<file path="config.mk">
export PLATFORM = sky130hd
export DESIGN_NAME = press_classifier
export DESIGN_NICKNAME = d
export VERILOG_FILES = /design/src/rtl/button_pkg.sv /design/src/rtl/edge_detect.sv /design/src/rtl/press_classifier.sv
export SDC_FILE = /design/constraint.sdc
export NUM_CORES = 1
export LEC_CHECK = 0
export ABC_AREA = 1
export BUFFER_PORTS_ARGS = -buffer_cell sky130_fd_sc_hd__buf_2
export CELL_PAD_IN_SITES_DETAIL_PLACEMENT = 1
export CELL_PAD_IN_SITES_GLOBAL_PLACEMENT = 1
export CORE_ASPECT_RATIO = 0.5
export CORE_UTILIZATION = 30
export DETAILED_ROUTE_END_ITERATION = 12
export HOLD_SLACK_MARGIN = 0.05
export PLACE_DENSITY_LB_ADDON = 0.1
export SETUP_SLACK_MARGIN = 0.02
export SYNTH_ARGS = -nofsm -noshare
export SYNTH_HDL_FRONTEND = slang
export SYNTH_SLANG_ARGS = --single-unit
</file>
<file path="constraint.sdc">
create_clock -name clk -period 4.2 [get_ports clk]
set_input_delay 0.21 -clock clk [delete_from_list [all_inputs] [get_ports clk]]
set_output_delay 0.21 -clock clk [all_outputs]
set_load 0.05 [all_outputs]
</file>
<file path="src/rtl/button_pkg.sv">
// rtl/button_pkg.sv - shared types and defaults for the button event path
package button_pkg;

  typedef enum logic [1:0] {
    ST_IDLE = 2'd0,
    ST_HELD = 2'd1,
    ST_LONG = 2'd2,
    ST_GAP  = 2'd3
  } state_e;

  localparam int DEF_LONG_CYCLES = 8;
  localparam int DEF_GAP_CYCLES  = 4;

endpackage

</file>
<file path="src/rtl/edge_detect.sv">
// rtl/edge_detect.sv - one-sample history of a synchronous level, yielding rise and fall strobes
module edge_detect #(
  parameter logic RESET_VAL = 1'b1
) (
  input  logic clk,
  input  logic rst_n,
  input  logic s,
  output logic rise,
  output logic fall
);

  logic s_q;
  logic s_d;

  assign s_d = s;

  always_ff @(posedge clk or negedge rst_n) begin
    if (!rst_n) begin
      s_q <= RESET_VAL;
    end else begin
      s_q <= s_d;
    end
  end

  assign rise = s & ~s_q;
  assign fall = ~s & s_q;

endmodule

</file>
<file path="src/rtl/press_classifier.sv">
// rtl/press_classifier.sv - turns a debounced button level into press/short/long/double pulses and a press count
module press_classifier
  import button_pkg::*;
#(
  parameter int LONG_CYCLES = DEF_LONG_CYCLES,
  parameter int GAP_CYCLES  = DEF_GAP_CYCLES,
  parameter int CNT_W       = 8
) (
  input  logic             clk,
  input  logic             rst_n,
  input  logic             s,
  output logic             press,
  output logic             short_press,
  output logic             long_press,
  output logic             double_press,
  output logic [CNT_W-1:0] press_count
);

  if (LONG_CYCLES < 2 || GAP_CYCLES < 1 || CNT_W < 1) begin : g_param_check
    $error("press_classifier: need LONG_CYCLES >= 2, GAP_CYCLES >= 1, CNT_W >= 1");
  end

  localparam int HC_W = $clog2(LONG_CYCLES + 1);
  localparam int GC_W = $clog2(GAP_CYCLES + 1);
  localparam logic [HC_W-1:0] HOLD_MAX  = HC_W'(LONG_CYCLES);
  localparam logic [HC_W-1:0] HOLD_LAST = HC_W'(LONG_CYCLES - 1);
  localparam logic [GC_W-1:0] GAP_LAST  = GC_W'(GAP_CYCLES - 1);

  logic rise;
  logic fall;

  // Reset history high so a button held through reset is not reported as a press.
  edge_detect #(
    .RESET_VAL(1'b1)
  ) u_edge (
    .clk  (clk),
    .rst_n(rst_n),
    .s    (s),
    .rise (rise),
    .fall (fall)
  );

  state_e           state_q, state_d;
  logic [HC_W-1:0]  hold_cnt_q, hold_cnt_d;
  logic [GC_W-1:0]  gap_cnt_q, gap_cnt_d;
  logic             second_q, second_d;
  logic             press_q, press_d;
  logic             short_q, short_d;
  logic             long_q, long_d;
  logic             double_q, double_d;
  logic [CNT_W-1:0] count_q, count_d;

  always_comb begin
    state_d    = state_q;
    hold_cnt_d = hold_cnt_q;
    gap_cnt_d  = gap_cnt_q;
    second_d   = second_q;
    press_d    = rise;
    short_d    = 1'b0;
    long_d     = 1'b0;
    double_d   = 1'b0;
    count_d    = count_q + CNT_W'(rise);

    case (state_q)
      ST_IDLE: begin
        if (rise) begin
          state_d    = ST_HELD;
          hold_cnt_d = HC_W'(1);
          second_d   = 1'b0;
        end
      end
      // HELD is only entered on a rise, so a low sample here is always a fall.
      ST_HELD: begin
        if (fall) begin
          short_d = 1'b1;
          if (second_q) begin
            double_d = 1'b1;
            second_d = 1'b0;
            state_d  = ST_IDLE;
          end else begin
            gap_cnt_d = '0;
            state_d   = ST_GAP;
          end
        end else begin
          if (hold_cnt_q != HOLD_MAX) begin
            hold_cnt_d = hold_cnt_q + HC_W'(1);
          end
          if (hold_cnt_q == HOLD_LAST) begin
            long_d   = 1'b1;
            second_d = 1'b0;
            state_d  = ST_LONG;
          end
        end
      end
      ST_LONG: begin
        if (fall) begin
          state_d = ST_IDLE;
        end
      end
      ST_GAP: begin
        if (rise) begin
          state_d    = ST_HELD;
          hold_cnt_d = HC_W'(1);
          second_d   = 1'b1;
        end else begin
          gap_cnt_d = gap_cnt_q + GC_W'(1);
          if (gap_cnt_q == GAP_LAST) begin
            state_d = ST_IDLE;
          end
        end
      end
      default: state_d = ST_IDLE;
    endcase
  end

  always_ff @(posedge clk or negedge rst_n) begin
    if (!rst_n) begin
      state_q    <= ST_IDLE;
      hold_cnt_q <= '0;
      gap_cnt_q  <= '0;
      second_q   <= 1'b0;
      press_q    <= 1'b0;
      short_q    <= 1'b0;
      long_q     <= 1'b0;
      double_q   <= 1'b0;
      count_q    <= '0;
    end else begin
      state_q    <= state_d;
      hold_cnt_q <= hold_cnt_d;
      gap_cnt_q  <= gap_cnt_d;
      second_q   <= second_d;
      press_q    <= press_d;
      short_q    <= short_d;
      long_q     <= long_d;
      double_q   <= double_d;
      count_q    <= count_d;
    end
  end

  assign press        = press_q;
  assign short_press  = short_q;
  assign long_press   = long_q;
  assign double_press = double_q;
  assign press_count  = count_q;

endmodule

</file>
==> metrics.md, run 1 <==
| Metric | Value |
|---|---|
| Synth Net Count | roughly 160 |
| Synth unique cells | 21 |
| Remaining DRCs | 0 |
| Critical path's largest stage delay | roughly 0.40 ns |
| Post-synth EDFFs | 0 |
| CP endpoint | press_count[6] |
| Die height | ~48 um |
| Initial Utilization | 0.315 |
| Leak | between 0.8 and 0.9 nW |
| GRT Overall Usage | 0.133 |
| R2R depth | 7 |
| Top post-synthesis cells by area | dfrtp_1 (44%), nand2_1 (11%), ha_1 (10%) |
| Critical Path End Type | register |
| # fillers | approximately 480 |
| Final instance area | 1440 um^2 |
| PD cells | 685 nW/um^2 |
| Status | finished clean |
| Worst r2r src | u_edge.s_q |
| Ys async rst share | 1.00 |
| Crit path kind | register to register |
| Cell Area, Placed | around 1400 um^2 |
| Worst Path Required | ~4.4 ns |
| Share of the yosys chip area belonging to registers | 0.464 |
| Via-per-instance ratio | ~4.4 |
| Synth Register Bits | 23 |
| Clk pwr share | 0.145 |
| Final setup viols | 0 |
| Sequential share of power | 0.355 |
| Vias in the first global route | 897 |
| Minimum clock period | 1.50 ns |
| CTS tree | built |
| GP Congestion | between 0.7 and 0.8 |
| Ys flop type | dfrtp_1 |
| CTS sink count | 23 |
| Resize count post-CTS | 0 |
| Worst Max-Slew Pin Slew | 0.556 ns |
| Comb pwr share | 0.501 |
| CP Launch Type | register |
| Area grow syn2layout | 15.6% |
| Io pins | 15 |
| CP Max Fanout | 6 |
| Worst hold slack | about 0.083 ns |
| H-tree depth | 1 |
| DP HPWL | roughly 2000 um |
| Drt first-iter violations | 35 |
| Fmax | between 600 and 700 MHz |
| Global-route wire length before repair | between 4000 and 5000 um |
| Switching Fraction | 0.496 |
| Synth Warn # | 0 |
| Worst-Skew Late Latency | ~0.27 ns |
| Row cnt | 16 |
| Critical Path Source | u_edge.s_q |
| Port buffer count | 14 |
| Crit-path slowest cell | dfstp_2 |
| Worst r2r dst | press_count[6] |
| TNS Setup | 0 ns |
| Hold Crit Class | input pin to register |
| Drt pass-1 iters | 2 |
| Max_slew headroom | 0.629 |
| Final nets | approximately 180 |
| Synth top cells by count | nand2_1 (37), inv_1 (23), dfrtp_1 (22) |
| Post-synth top area share | 0.443 |
| Hold-fix buffers, CTS | 1 |
| Mean routed wirelength per cell | roughly 12 um |
| Deepest clock path buffer count | 2 |
| Most frequent cell after synthesis | nand2_1 |
| Grt total ovfl | 0 |
| Wirelength, routed | approximately 2500 um |
| Die W | between 90 and 100 um |
| Inserted Clock Buffers | 3 |
| Utilization after layout | 0.364 |
| Vias | ~960 |
| Share of layout cells above drive strength 1 | 0.207 |
| Final Hold Viols | 0 |
| Final Slew Violations | 0 |
| Syn Area/Cell | 8.57 um^2 |
| Maximum Capacitance Violations | 0 |
| Fin cells | 218 |
| Final ANT Viol Nets | 0 |
| Root Buffer | clkbuf_8 |
| Switching pwr | 0.000488 W |
| FF-to-FF setup slack | between 2 and 3 ns |
| Largest net degree at the start of global routing | 24 |
| Inst Count DP | roughly 210 |
| Synthesized area | about 1200 um^2 |
| Die Footprint | 4420 um^2 |
| Arrival time at the worst endpoint | 1.71 ns |
| Worst path cell trace | inv_2, nand2_4, nor2_1, ha_1, nand3_1, nor3_1, xor2_1 |
| RSZ-0062 raised after global routing | no |
| Core area | about 4000 um^2 |
| Post-synth top area cell | dfrtp_1 |
| Internal power | slightly below 0.0005 W |
| Setup bufs post-CTS | 0 |
| Clock Pin Slew Worst Setup and Hold Paths | around 0.090 ns |
| Final Cycle Share | 0.358 |
| Peak VDD IR | between 0.15 and 0.2 mV |
| Cells after synthesis | 145 |
| Layout Skew | about 0.0085 ns |
| Antenna violations before repair | 0 |
| Diodes inserted | 0 |
## metal layers
metal	up-vias	GRT usage	share of wire
met2	8	0.225	0.47
met4	0	0.0462	0.0076
met5	-	0	0
li1	482	-	-
met1	464	0.166	0.50
met3	2	0.0429	0.031
## state kept, by name (all words and copies together) (netlist names)
| signal | flops |
|---|---|
| hold_cnt_q | 4 |
| gap_cnt_q | 3 |
| long_press | 1 |
| press | 1 |
| state_q | 2 |
| second_q | 1 |
| double_press | 1 |
| press_count | 8 |
| short_press | 1 |
| u_edge.s_q | 1 |
## kinds of logic after synthesis
kind of cell               after synthesis  synth area share
buffers and inverters                   28            0.0886
DFF                                     23             0.464
AOI/OAI and AO/OA                        7            0.0342
adders and majority gates               10             0.101
and+or+nand+nor                         71             0.270
xor gates and xnor gates                 6            0.0423
## how the worst min path moves through the flow
stage | start | to | depth (start not counted)
6_report | s | u_edge.s_q | 1
3_3_place_gp | rst_n | press_count[7] | 1
5_1_grt | s | u_edge.s_q | 1
3_5_place_dp | rst_n | press_count[7] | 1
4_1_cts | s | u_edge.s_q | 1
2_1_floorplan | rst_n | double_press | 0
## per-stage QoR
| stage | setup slack, ns | power (W) |
|---|---|---|
| 4_1_cts | 2.67 | 0.00100 |
| 3_3_place_gp | 2.71 | 0.000847 |
| 3_5_place_dp | 2.69 | 0.000852 |
| 2_1_floorplan | 2.56 | 0.000733 |
| 6_report | 2.70 | 0.000984 |
| 5_1_grt | 2.53 | 0.00107 |
## cell usage in the layout, fill, tap and decap left out, drive strengths merged
master and instances:
a21oi 1, buf 14, clkbuf 3, clkinv 2, dfrtp 22, dfstp 1, dlygate4sd3 1, ha 10
inv 27, nand2 40, nand3 11, nand4 4, nor2 13, nor3 3, o21ai 6, xor2 6
## layout make-up
class	instances	area, um^2	area share
clock buffers	3	41.3	0.0287
clock inverters	1	5.00	0.00348
inverters	28	110	0.0767
multi-input cells	94	556	0.387
flip-flops and latches	23	577	0.402
well taps	54	67.6	0.0470
repair buffers	15	80.1	0.0557
## worst max-delay path: cells and delay by family (launching register included)
family / cells / cell delay, ns
buffers and inverters: 1 / 0.07
AND/OR/NAND/NOR: 4 / 0.59
flip-flops: 1 / 0.40
XOR/XNOR: 1 / 0.16
adder cells (fa/ha/maj): 1 / 0.22
## power groups by stage
stage / Sequential, W / Combinational (W) / Clock [W]
after floorplan: 0.000469 / 0.000264 / 0
after global placement: 0.000352 / 0.000495 / 0
after detailed placement: 0.000354 / 0.000499 / 0
after CTS: 0.000350 / 0.000502 / 0.000150
after global routing: 0.000361 / 0.000557 / 0.000155
final: 0.000349 / 0.000493 / 0.000142
(Power assumes the default switching activity.)
==> run 2: changes to the inputs <==
clock period = 1.3 ns   (was 4.2 ns; I/O delays follow)
==> run 2 against run 1 <==
Compared with the run above: the flow now finishes with violations (negative setup slack); design area grew 25%; sequential cell count did not move; combinational power rose to 4.5 times the previous value; global-route usage rose by 1.7 points; die area unchanged; via count rose by 12%; hold slack better by 0.16 ns.
==> metrics.md, run 2 (synthesized netlist as in run 1, its figures left out) <==
| Metric | Value |
|---|---|
| Minimum clock period | 1.33 ns |
| Met2 GRT Util | 0.274 |
| Final nets | ~210 |
| Pre-CTS setup slack | -0.148 ns |
| Fin cells | between 200 and 250 |
| CP Max Fanout | 4 |
| Family with the most delay on the worst path | flip-flops |
| Peak VDD IR | 0.687 mV |
| Fmax | roughly 750 MHz |
| Final Slew Violations | 0 |
| Wirelength, routed | 2970 um |
| CP most frequent cell | nand2_1 |
| Crit-path slowest cell | dfrtp_2 |
| Clk pwr share | 0.119 |
| RSZ-0062 raised after global routing | yes |
| Vias | roughly 1,100 |
| Die W | slightly above 90 um |
| Mean routed wirelength per cell | about 12 um |
| Arrival time at the worst endpoint | approximately 1.5 ns |
| Worst-Skew Late Latency | approximately 0.27 ns |
| Hold Crit Class | input pin to register |
| Leak | 0.935 nW |
| Worst Path Required | roughly 1.5 ns |
| Grt total ovfl | 0 |
| Largest net degree at the start of global routing | 24 |
| CP Launch Type | register |
| Final ANT Viol Nets | 0 |
| Inst Count DP | 233 |
| PD cells | approximately 2100 nW/um^2 |
| CTS tree | built |
| Utilization after layout | 0.456 |
| Worst path cell trace | inv_2, ha_4, inv_4, nor2_2, a21oi_2, nand3_2, nand2_1, nand2_1 |
| Initial Utilization | 0.315 |
| Area grow syn2layout | 44.7% |
| Remaining DRCs | 0 |
| Diodes inserted | 0 |
| Core area | 3940 um^2 |
| Vias in the first global route | roughly 1,000 |
| CP bufs+invs | 2 |
| Comb pwr share | 0.580 |
| Failing checks | negative setup slack |
| Setup ws final | -0.0335 ns |
| Most frequent cells in the layout | nand2_1 (31), buf_4 (23), dfrtp_1 (18), inv_1 (17), buf_2 (14) |
| Die Footprint | between 4000 and 5000 um^2 |
| Switching pwr | about 0.0018 W |
| H-tree depth | 1 |
| Inserted Clock Buffers | 3 |
| Final Hold Viols | 0 |
| Layout Skew | approximately 0.0018 ns |
| Critical path's largest stage delay | about 0.46 ns |
| CTS sink count | 23 |
| Largest register FFs | 8 |
| GRT Overall Usage | 0.149 |
| Via-per-instance ratio | 4.37 |
| Drt first-iter violations | 21 |
| Max_slew headroom | 0.630 |
| Antenna violations before repair | 0 |
| Die height | roughly 48 um |
| Commonest non-fill, non-tap cell in the layout | nand2_1 |
| Final Cycle Share | 1.03 |
| Drt pass-1 iters | 4 |
| Port buffer count | 14 |
| Root Buffer | clkbuf_8 |
| Status | complete, but fails checks |
| Deepest clock path buffer count | 2 |
| Sequential share of power | 0.300 |
| Clock Pin Slew Worst Setup and Hold Paths | roughly 0.090 ns |
| Worst Max-Slew Pin Slew | approximately 0.56 ns |
| Met3 Use GR | 0.0476 |
| Crit path kind | register to register |
| Final setup viols | 7 |
| Internal power | 0.00201 W |
| GR peak layer | met2 |
| Global-route wire length before repair | approximately 5000 um |
| Critical Path End Type | register |
| GP Congestion | a little under 0.8 |
| Switching Fraction | 0.475 |
| Met1 usage | 0.182 |
| Maximum Capacitance Violations | 0 |
| Io pins | 15 |
| DP HPWL | 2140 um |
| Row cnt | 16 |
| Share of layout cells above drive strength 1 | 0.484 |
run 2: cell count changes in the layout (fill, tap and decap cells not counted), sizes merged:
cell	change
buf	+27
dlygate4sd3	+1
run 2: metal layers:
| layer | vias to the layer above | share of wire |
|---|---|---|
| met3 | 2 | 0.028 |
| met4 | 0 | 0.0027 |
| li1 | 541 | - |
| met5 | - | 0 |
| met1 | 520 | 0.48 |
| met2 | 11 | 0.49 |
run 2: what timing repair did:
item                       in CTS  in global routing
cloned                          0                  0
hold buffers                    2                  0
pin swaps                       7                 18
setup buffers                   3                  5
setup endpoints to repair      13                 15
hold endpoints to repair       23                  0
gates resized for setup        23                 13
run 2: power groups by stage:
| stage | Combinational, W | Clock [W] | Sequential (W) |
|---|---|---|---|
| after global placement | 0.00192 | 0 | 0.00112 |
| after global routing | 0.00247 | 0.000521 | 0.00118 |
| after CTS | 0.00207 | 0.000486 | 0.00115 |
| after floorplan | 0.000910 | 0 | 0.00153 |
| after detailed placement | 0.00194 | 0 | 0.00113 |
| final | 0.00223 | 0.000458 | 0.00115 |
run 2: cell type report:
| class | instances | area [um^2] |
|---|---|---|
| Fill cell | 475 | 2150 |
| Multi-Input combinational cell | 94 | 682 |
| Sequential cell | 23 | 582 |
| Timing Repair Buffer | 43 | 308 |
| Inverter | 28 | 113 |
| Tap cell | 54 | 67.6 |
| Clock buffer | 3 | 41.3 |
| Clock inverter | 1 | 5.00 |
run 2: path summary, 6_finish.rpt:
path                                startpoint             end  slack, ns  cells past startpoint
worst min register to register  press_count[6]  press_count[6]       0.48                      1
min in group asynchronous                rst_n  press_count[7]       0.32                      2
worst min-delay path                         s           press       0.24                      4
worst max-delay path                state_q[0]   hold_cnt_q[2]      -0.03                      8
max in group asynchronous                rst_n      state_q[0]       0.58                      2
worst max register to register      state_q[0]   hold_cnt_q[2]      -0.03                      8
run 2: worst min-delay path, stage by stage:
cell	delay, ns
buf_2	0.15
nand2_4	0.09
buf_6	0.13
clkinv_4	0.04
run 2: through the flow:
stage	total power, W	instance area, um^2	setup TNS [ns]	hold WS, ns
after floorplan	0.00244	1280	-0.0848	-0.231
after global placement	0.00303	1560	-0.841	0.0891
after detailed placement	0.00307	1560	-0.756	0.0937
after CTS	0.00370	1720	-0.180	0.258
after global routing	0.00417	1800	-1.06	0.249
final	0.00384	1800	-0.178	0.243
